File: src/rtl/uart_pkg.sv
// Shared UART definitions: FSM state encoding, frame line levels and the parity helper.
package uart_pkg;

    localparam int   DATA_BITS   = 8;
    localparam logic STOP_LEVEL  = 1'b1;
    localparam logic IDLE_LEVEL  = 1'b1;
    localparam logic START_LEVEL = 1'b0;

    typedef enum logic [2:0] {
        ST_IDLE   = 3'd0,
        ST_ALIGN  = 3'd1,
        ST_START  = 3'd2,
        ST_DATA   = 3'd3,
        ST_PARITY = 3'd4,
        ST_STOP   = 3'd5
    } uart_state_t;

    function automatic logic even_parity(input logic [DATA_BITS-1:0] data);
        return ^data;
    endfunction

endpackage

File: src/rtl/uart_rr_arbiter.sv
// Combinational round-robin arbiter: first asserted request at or above i_ptr, wrapping.
module uart_rr_arbiter #(
    parameter int NUM_REQ = 4,
    parameter int IDX_W   = 2
) (
    input  logic [NUM_REQ-1:0] i_req,
    input  logic [IDX_W-1:0]   i_ptr,
    input  logic               i_en,
    output logic [NUM_REQ-1:0] o_gnt,
    output logic [IDX_W-1:0]   o_gnt_idx
);

    logic             w_found;
    logic [IDX_W-1:0] w_idx;

    // Scan from the pointer upward; the first hit wins.
    always_comb begin
        o_gnt     = '0;
        o_gnt_idx = '0;
        w_found   = 1'b0;
        w_idx     = '0;
        for (int k = 0; k < NUM_REQ; k++) begin
            w_idx = IDX_W'((int'(i_ptr) + k) % NUM_REQ);
            if (i_en && !w_found && i_req[w_idx]) begin
                w_found        = 1'b1;
                o_gnt[w_idx]   = 1'b1;
                o_gnt_idx      = w_idx;
            end else begin
                w_found = w_found;
            end
        end
    end

endmodule

File: src/rtl/uart_tx_scheduler.sv
// Round-robin UART transmit scheduler: NUM_REQ byte sources share one 8N1 tx line.
// Define UART_TX_SCHED_PARITY_EN to insert an even-parity bit (8E1 frame).
module uart_tx_scheduler
    import uart_pkg::*;
#(
    parameter int NUM_REQ = 4,
    parameter int IDX_W   = 2
) (
    input  logic                   clk,
    input  logic                   rst_n,
    input  logic                   baud_tick,
    input  logic [NUM_REQ-1:0]     req_valid,
    input  logic [8*NUM_REQ-1:0]   req_data,
    output logic [NUM_REQ-1:0]     req_ready,
    output logic                   tx,
    output logic                   busy,
    output logic [IDX_W-1:0]       grant_id,
    output logic                   frame_done
);

    uart_state_t            r_state;
    logic [DATA_BITS-1:0]   r_shreg;
    logic [3:0]             r_bitcnt;
    logic [IDX_W-1:0]       r_rr_ptr;
    logic [IDX_W-1:0]       r_grant_id;
    logic                   r_tx;
    logic                   r_busy;
    logic                   r_frame_done;
`ifdef UART_TX_SCHED_PARITY_EN
    logic                   r_par;
`endif

    logic [NUM_REQ-1:0]     w_gnt;
    logic [IDX_W-1:0]       w_gnt_idx;
    logic [DATA_BITS-1:0]   w_byte;
    logic [IDX_W-1:0]       w_next_ptr;
    logic                   w_accept;

    uart_rr_arbiter #(
        .NUM_REQ (NUM_REQ),
        .IDX_W   (IDX_W)
    ) u_arb (
        .i_req     (req_valid),
        .i_ptr     (r_rr_ptr),
        .i_en      (r_state == ST_IDLE),
        .o_gnt     (w_gnt),
        .o_gnt_idx (w_gnt_idx)
    );

    assign req_ready  = w_gnt;
    assign w_accept   = |w_gnt;
    assign w_next_ptr = (w_gnt_idx == IDX_W'(NUM_REQ - 1)) ? '0 : (w_gnt_idx + IDX_W'(1));

    // Select the granted source's byte.
    always_comb begin
        w_byte = '0;
        for (int i = 0; i < NUM_REQ; i++) begin
            if (w_gnt[i]) begin
                w_byte = req_data[8*i +: 8];
            end else begin
                w_byte = w_byte;
            end
        end
    end

    // Frame FSM; tx only moves on baud_tick, and a tick in the accept cycle is dropped.
    always_ff @(posedge clk or negedge rst_n) begin
        if (!rst_n) begin
            r_state      <= ST_IDLE;
            r_shreg      <= '0;
            r_bitcnt     <= 4'd0;
            r_rr_ptr     <= '0;
            r_grant_id   <= '0;
            r_tx         <= IDLE_LEVEL;
            r_busy       <= 1'b0;
            r_frame_done <= 1'b0;
`ifdef UART_TX_SCHED_PARITY_EN
            r_par        <= 1'b0;
`endif
        end else begin
            r_frame_done <= 1'b0;
            case (r_state)
                ST_IDLE: begin
                    if (w_accept) begin
                        r_shreg    <= w_byte;
                        r_grant_id <= w_gnt_idx;
                        r_rr_ptr   <= w_next_ptr;
                        r_busy     <= 1'b1;
                        r_tx       <= IDLE_LEVEL;
                        r_state    <= ST_ALIGN;
`ifdef UART_TX_SCHED_PARITY_EN
                        r_par      <= even_parity(w_byte);
`endif
                    end
                end
                ST_ALIGN: begin
                    if (baud_tick) begin
                        r_tx    <= START_LEVEL;
                        r_state <= ST_START;
                    end
                end
                ST_START: begin
                    if (baud_tick) begin
                        r_tx     <= r_shreg[0];
                        r_shreg  <= {1'b0, r_shreg[DATA_BITS-1:1]};
                        r_bitcnt <= 4'd1;
                        r_state  <= ST_DATA;
                    end
                end
                ST_DATA: begin
                    if (baud_tick) begin
                        if (r_bitcnt < 4'(DATA_BITS)) begin
                            r_tx     <= r_shreg[0];
                            r_shreg  <= {1'b0, r_shreg[DATA_BITS-1:1]};
                            r_bitcnt <= r_bitcnt + 4'd1;
                        end else begin
`ifdef UART_TX_SCHED_PARITY_EN
                            r_tx    <= r_par;
                            r_state <= ST_PARITY;
`else
                            r_tx    <= STOP_LEVEL;
                            r_state <= ST_STOP;
`endif
                        end
                    end
                end
`ifdef UART_TX_SCHED_PARITY_EN
                ST_PARITY: begin
                    if (baud_tick) begin
                        r_tx    <= STOP_LEVEL;
                        r_state <= ST_STOP;
                    end
                end
`endif
                ST_STOP: begin
                    if (baud_tick) begin
                        r_frame_done <= 1'b1;
                        r_busy       <= 1'b0;
                        r_state      <= ST_IDLE;
                    end
                end
                default: begin
                    r_tx    <= IDLE_LEVEL;
                    r_busy  <= 1'b0;
                    r_state <= ST_IDLE;
                end
            endcase
        end
    end

    assign tx         = r_tx;
    assign busy       = r_busy;
    assign grant_id   = r_grant_id;
    assign frame_done = r_frame_done;

endmodule
File: config.mk
export PLATFORM = sky130hd
export DESIGN_NAME = uart_tx_scheduler
export DESIGN_NICKNAME = d
export VERILOG_FILES = /design/src/rtl/uart_pkg.sv /design/src/rtl/uart_rr_arbiter.sv /design/src/rtl/uart_tx_scheduler.sv
export SDC_FILE = /design/constraint.sdc
export NUM_CORES = 1
export LEC_CHECK = 0
export ABC_CLOCK_PERIOD_IN_PS = 4350
export CORE_AREA = 2 2 51 88
export CTS_CLUSTER_DIAMETER = 80
export DETAILED_ROUTE_END_ITERATION = 6
export DIE_AREA = 0 0 53 90
export GPL_TIMING_DRIVEN = 0
export HOLD_SLACK_MARGIN = 0.06
export PLACE_DENSITY = 0.78
export REMOVE_ABC_BUFFERS = 1
export SLEW_MARGIN = 20
export SYNTH_ARGS = -nofsm -noshare
export SYNTH_HDL_FRONTEND = slang
export SYNTH_SLANG_ARGS = --single-unit
File: constraint.sdc
create_clock -name clk -period 4.35 [get_ports clk]
set_input_delay 1.305 -clock clk [delete_from_list [all_inputs] [get_ports clk]]
set_output_delay 1.305 -clock clk [all_outputs]
set_load 0.02 [all_outputs]
; ---- After elaboration in Yosys (flattened, before gate mapping)
; Cells that the tools add are included.
[totals]
regBits = 22
input_bits = 39
output_inout_bits = 9
elab_cells = 121
[op_classes]
n_addsub = 5
order_cmp = 9
n_eq_ne = 12
mux = 57
bitwise = 5
reduce_logical = 25
[ops]
columns = operator, count
row1 = $mux W8, 8
row2 = $mux W4, 7
row3 = $pmux W8 S3, 1
row4 = $mux W1, 18
row5 = $mux W3, 6
row6 = $pmux W3 S5, 1
row7 = $ne A2 B2 Y1 const B, 7
row8 = $lt A2 B3 Y1 const B, 4
row9 = $or A4 B4 Y4, 3
row10 = $logic_and A1 B1 Y1, 11
row11 = $mux W2, 5
row12 = $reduce_and A5 Y1, 2
row13 = $bmux W1 S2, 4
row14 = $demux W1 S2, 4
row15 = $ge A2 B1 Y1 const B, 4
row16 = $pmux W4 S2, 1
row17 = $eq A3 B2 Y1 const B, 2
row18 = $reduce_and A6 Y1, 1
row19 = $pmux W1 S5, 1
row20 = $add A2 B1 Y2 const B, 2
row21 = $add A2 B2 Y2 const B, 2
row22 = $add A4 B1 Y4 const B, 1
row23 = $lt A4 B4 Y1 const B, 1
row24 = $reduce_and A4 Y1, 1
row25 = other kinds (13), 16

; ---- Depth between registers and ports, before layout
[depth]
depth_word = 22
depth_mapped = 13
depth_no_buf = 10

; ---- By module
; From an unflattened synthesis, not the netlist that was laid out.
[hier_totals]
cells_unflattened = 239
hier_area_um2 = 1976.9
[by_module_without_submodules]
columns = module, n_inst, cells_per_inst, area_each_um2, seq_area_each_um2
row1 = uart_tx_scheduler, 1, 165, 1376.3, 551.8
row2 = uart_rr_arbiter, 1, 74, 600.6, 0.0

; ---- Worst setup path before layout
; OpenSTA, ideal clock, no wires.
[synth_path]
path_type = input to output
startpoint = input port req_valid[2]
endpoint = output port req_ready[2]
arrival_time_ns = 2.846
required_ns = 3.045
path_slack_ns = 0.199
path_stages = 7
path_buffers = 2
cell_sequence = mux4_2 nor3_4 o31ai_1 o21a_1 buf_4 buf_2 inv_1
[synth_between]
elab_chain_len = 16
word_cells_on_any_way = 28
classes_between = mux: 15 / bitwise: 3 / reduce/logical: 10
[synth_lines]
columns = element, line_no
row1 = start: declaration, uart_tx_scheduler.sv:12  ; input logic [NUM_REQ-1:0] req_valid,
row2 = $bmux W1 S2, uart_rr_arbiter.sv:24  ; if (i_en && !w_found && i_req[w_idx]) begin
row3 = $mux W1 (implied by the code), uart_rr_arbiter.sv:24
row4 = $logic_and A1 B1 Y1, uart_rr_arbiter.sv:24
row5 = $mux W1, uart_rr_arbiter.sv:24
row6 = $logic_not A1 Y1, uart_rr_arbiter.sv:24
row7 = $logic_and A1 B1 Y1 (2 in a row), uart_rr_arbiter.sv:24
row8 = $mux W1, uart_rr_arbiter.sv:24
row9 = $logic_not A1 Y1, uart_rr_arbiter.sv:24
row10 = $logic_and A1 B1 Y1 (2 in a row), uart_rr_arbiter.sv:24
row11 = $mux W1, uart_rr_arbiter.sv:24
row12 = $logic_not A1 Y1, uart_rr_arbiter.sv:24
row13 = $logic_and A1 B1 Y1 (2 in a row), uart_rr_arbiter.sv:24
row14 = $mux W4 *, uart_rr_arbiter.sv:24
row15 = end: declaration, uart_tx_scheduler.sv:14  ; output logic [NUM_REQ-1:0] req_ready,
; Mark *: on every way between the ends. The rest lies on a longest branch, timed or not. The select of a mux whose other input is x is not followed.

; ---- Final worst setup path
[layout_path]
startpoint = input port req_valid[2]
endpoint = output port req_ready[0]
; The elaborated chain is that of the path after synthesis.

==> reports/results.tsv <==
stage	metric	value	unit
detailed_routing	drc	0	
clock_network	htreeDepth	1	
timing	skew	6.888	ps
placement	routabilityCongestion	0.8174	
job	drv_cap	0	
placement	place_inst	301	
global_route	overflow	0	
setup_path	criticalPathCategory	input pin to output port	
pwr	pwr_density_cell	623.7	nW/um^2
setup_path	critPathMaxStageDelay	610	ps
synth	synth.avg_cell_area	8.856	um^2
detailed_routing	vias	1996	
global_route	grt_max_degree	23	
synth	async_reset_ff_share	100.0	%
timing	clock.fmax	229.6	MHz
die	coreArea	4073	um^2
die	die_y	90	um
timing	worstMarginPinSlew	1024	ps
timing	max_slew_margin	31.55	%
die	die-area	4770	um^2
timing	maxSlewViolCount	0	
cells_and_area	final_nets	321	
clock_network	cts_buffers	3	
pwr	vdd_drop_max	0.0004624	V
detailed_routing	routed_wl	5379	um
setup_path	cpLargestDelayFamily	multiplexers	
timing	setup_viol	1	
global_route	grt_first_pass_wirelength	8590	um
timing	fin_crit	4356	ps
synth	synth-seq-cells	22	
synth	seq_area_frac_synth	28.45	%
die	core.rowCount	31	
synth	yosys_warnings	0	
placement	dp.final_hpwl	3537	um
die	die_x	53	um
detailed_routing	ant_nets	0	
setup_path	cp_cell_sequence	clkdlybuf4s15_2 > mux4_2 > nor3_4 > buf_6 > a21boi_4 > or2_2 > buf_4	
cells_and_area	antenna_cells	0	
clock_network	clk_path_buf_depth	2	
global_route	antenna_found_initial	0	
cells_and_area	post-route-util	65.10	%
clock_network	cts_num_sinks	22	
timing	worst_slack	-5.500	ps
status	violations	negative setup slack	
pwr	p_leak	0.001100	uW
global_route	grt.total_usage	23.26	%
synth	synth_cell_types	49	
synth	synth-edff-count	0	
clock_network	clk_pin_slew_worst_paths	80	ps
cells_and_area	area_growth_syn_to_layout	36.71	%
cells_and_area	layout-drive-gt1-share	23.64	%
detailed_routing	drt_iter0_markers	41	
setup_path	worstPathRequired	3040	ps
detailed_routing	wl_per_cell	16.60	um
setup_path	crit_path_top_delay_cell	mux4_2	
timing	period_share	100.1	%
die	initial_core_util	47.62	%
detailed_routing	vias_per_cell	6.160	
status	status	finished with violations	
synth	netlist_instances	219	
cells_and_area	fill_cells	336	
clock_network	cts_tree	built	
die	io_pins	48	
setup_path	arrival	3050	ps
clock_network	cts-root-buf	clkbuf_8	
setup_path	cp-start-kind	input pin	
setup_path	path_buf_inv	3	
timing	hold_viol	0	
setup_path	crit_path_max_fanout	8	
hold_path	worstHoldPathType	register to register	
synth	ys.flop_type	dfrtp_1	
setup_path	endpoint_kind	output port	
detailed_routing	dr.pass1.iters	4	
placement	portBuffers	47	
cells_and_area	final_cells	324	
global_route	grt_pass1_vias	1906	
timing	rsz0062_at_grt	yes	
clock_network	clock_latency	260	ps
synth	netlist_area	1939	um^2
per-layer routing:
layer	GRT usage, %	share of wire [%]	routed length (um)
met1	26.50	38	2029
met3	1.661	3.2	172
met5	0	0	0
met2	40.52	54	2927
met4	13.03	4.6	249
worst paths after layout:
kind,start,endpoint,slack (ps),cells past startpoint
setup / recovery,req_valid[2],req_ready[0],-6,7
hold / removal,grant_id[1]$_DFFE_PN0P_,grant_id[1]$_DFFE_PN0P_,510,1
setup reg to reg,register,r_shreg[0]$_DFFE_PN0P_,770,11
hold reg to reg,grant_id[1]$_DFFE_PN0P_,grant_id[1]$_DFFE_PN0P_,510,1
max in group asynchronous,rst_n,asynchronous set/reset pin,2020,1
min in group asynchronous,rst_n,r_shreg[1]$_DFFE_PN0P_,1600,1
metrics by stage:
stage / setup TNS [ps] / power [uW] / hold WS [ps] / area, um^2 / setup slack, ps
final: -5.500 / 1654 / 511.5 / 2651 / -5.500
after global routing: -50.77 / 1768 / 545.3 / 2651 / -50.77
after CTS: 0 / 1603 / 514.2 / 2616 / 13.73
after detailed placement: -4611 / 1331 / 495.0 / 2399 / -992.0
after global placement: -4448 / 1305 / 492.7 / 2399 / -989.3
after floorplan: 0 / 1084 / 514.3 / 1867 / 159.2
cells by family after synthesis:
| family | share of synthesized area, % |
|---|---|
| XOR/XNOR | 0.4517 |
| flip-flops | 28.45 |
| buffers and inverters | 7.613 |
| AND/OR/NAND/NOR | 19.87 |
| adder cells (fa/ha/maj) | 3.871 |
| multiplexers | 9.613 |
| AO/OA/AOI/OAI | 30.13 |
what timing repair did:
action                     4_1_cts  5_1_grt
hold buffers                     0        0
setup buffers                   13        5
pin swaps                        5        4
setup endpoints to repair        4        4
resized for setup               32        8
cloned                           1        0
cell usage after synthesis, types with 6 or more instances:
library cell / count / area share, %
dfrtp_1: 21 / 27
inv_1: 19 / 3.7
o211ai_1: 17 / 6.6
nand2_1: 14 / 2.7
nor2_1: 13 / 2.5
o21ai_0: 12 / 3.1
a21oi_1: 11 / 2.8
a22oi_1: 9 / 3.5
nor3_1: 9 / 2.3
a31oi_2: 7 / 4.5
buf_2: 7 / 1.8
ha_1: 6 / 3.9
layout by cell type (no fill, tap or decap), types with 3 or more instances in the layout:
master,netlist,final
nand2_1,14,14
nor2_1,13,13
mux2i_1,4,4
mux4_2,4,4
a22oi_1,9,9
nand3b_1,5,5
o21ai_0,12,12
mux2_2,5,5
and2_1,3,3
a22o_1,3,3
clkbuf_8,0,3
buf_2,7,4
ha_1,6,5
inv_1,19,19
nor2b_1,3,3
a31oi_2,7,7
clkdlybuf4s50_1,0,39
a21oi_1,11,11
clkdlybuf4s15_2,0,3
dfrtp_1,21,19
o211ai_1,17,17
nor3_1,9,9
nor4_1,5,5
buf_4,1,18
where the power goes:
part           switching, uW  internal [uW]  total (uW)
logic                    543            483        1030
clock network           66.4            123         189
registers                130            308         438
sequential cells by signal, summed over array words and instances, names as in the netlist, named ones only:
signal and cells:
r_shreg 8, r_bitcnt 4, r_state 3, grant_id 2, busy 1, frame_done 1, r_rr_ptr 1, tx 1
cell type report:
class                   count  area (um^2)  area share, %
clock buffers               3        41.29          1.557
clock inverters             1        30.03          1.133
inverters                  20        75.07          2.832
multi-input cells         164         1296          48.89
flip-flops and latches     22        556.8          21.00
well taps                  49        61.31          2.312
repair buffers             65        590.6          22.27
No activity file was read; power rests on OpenSTA's default activity.
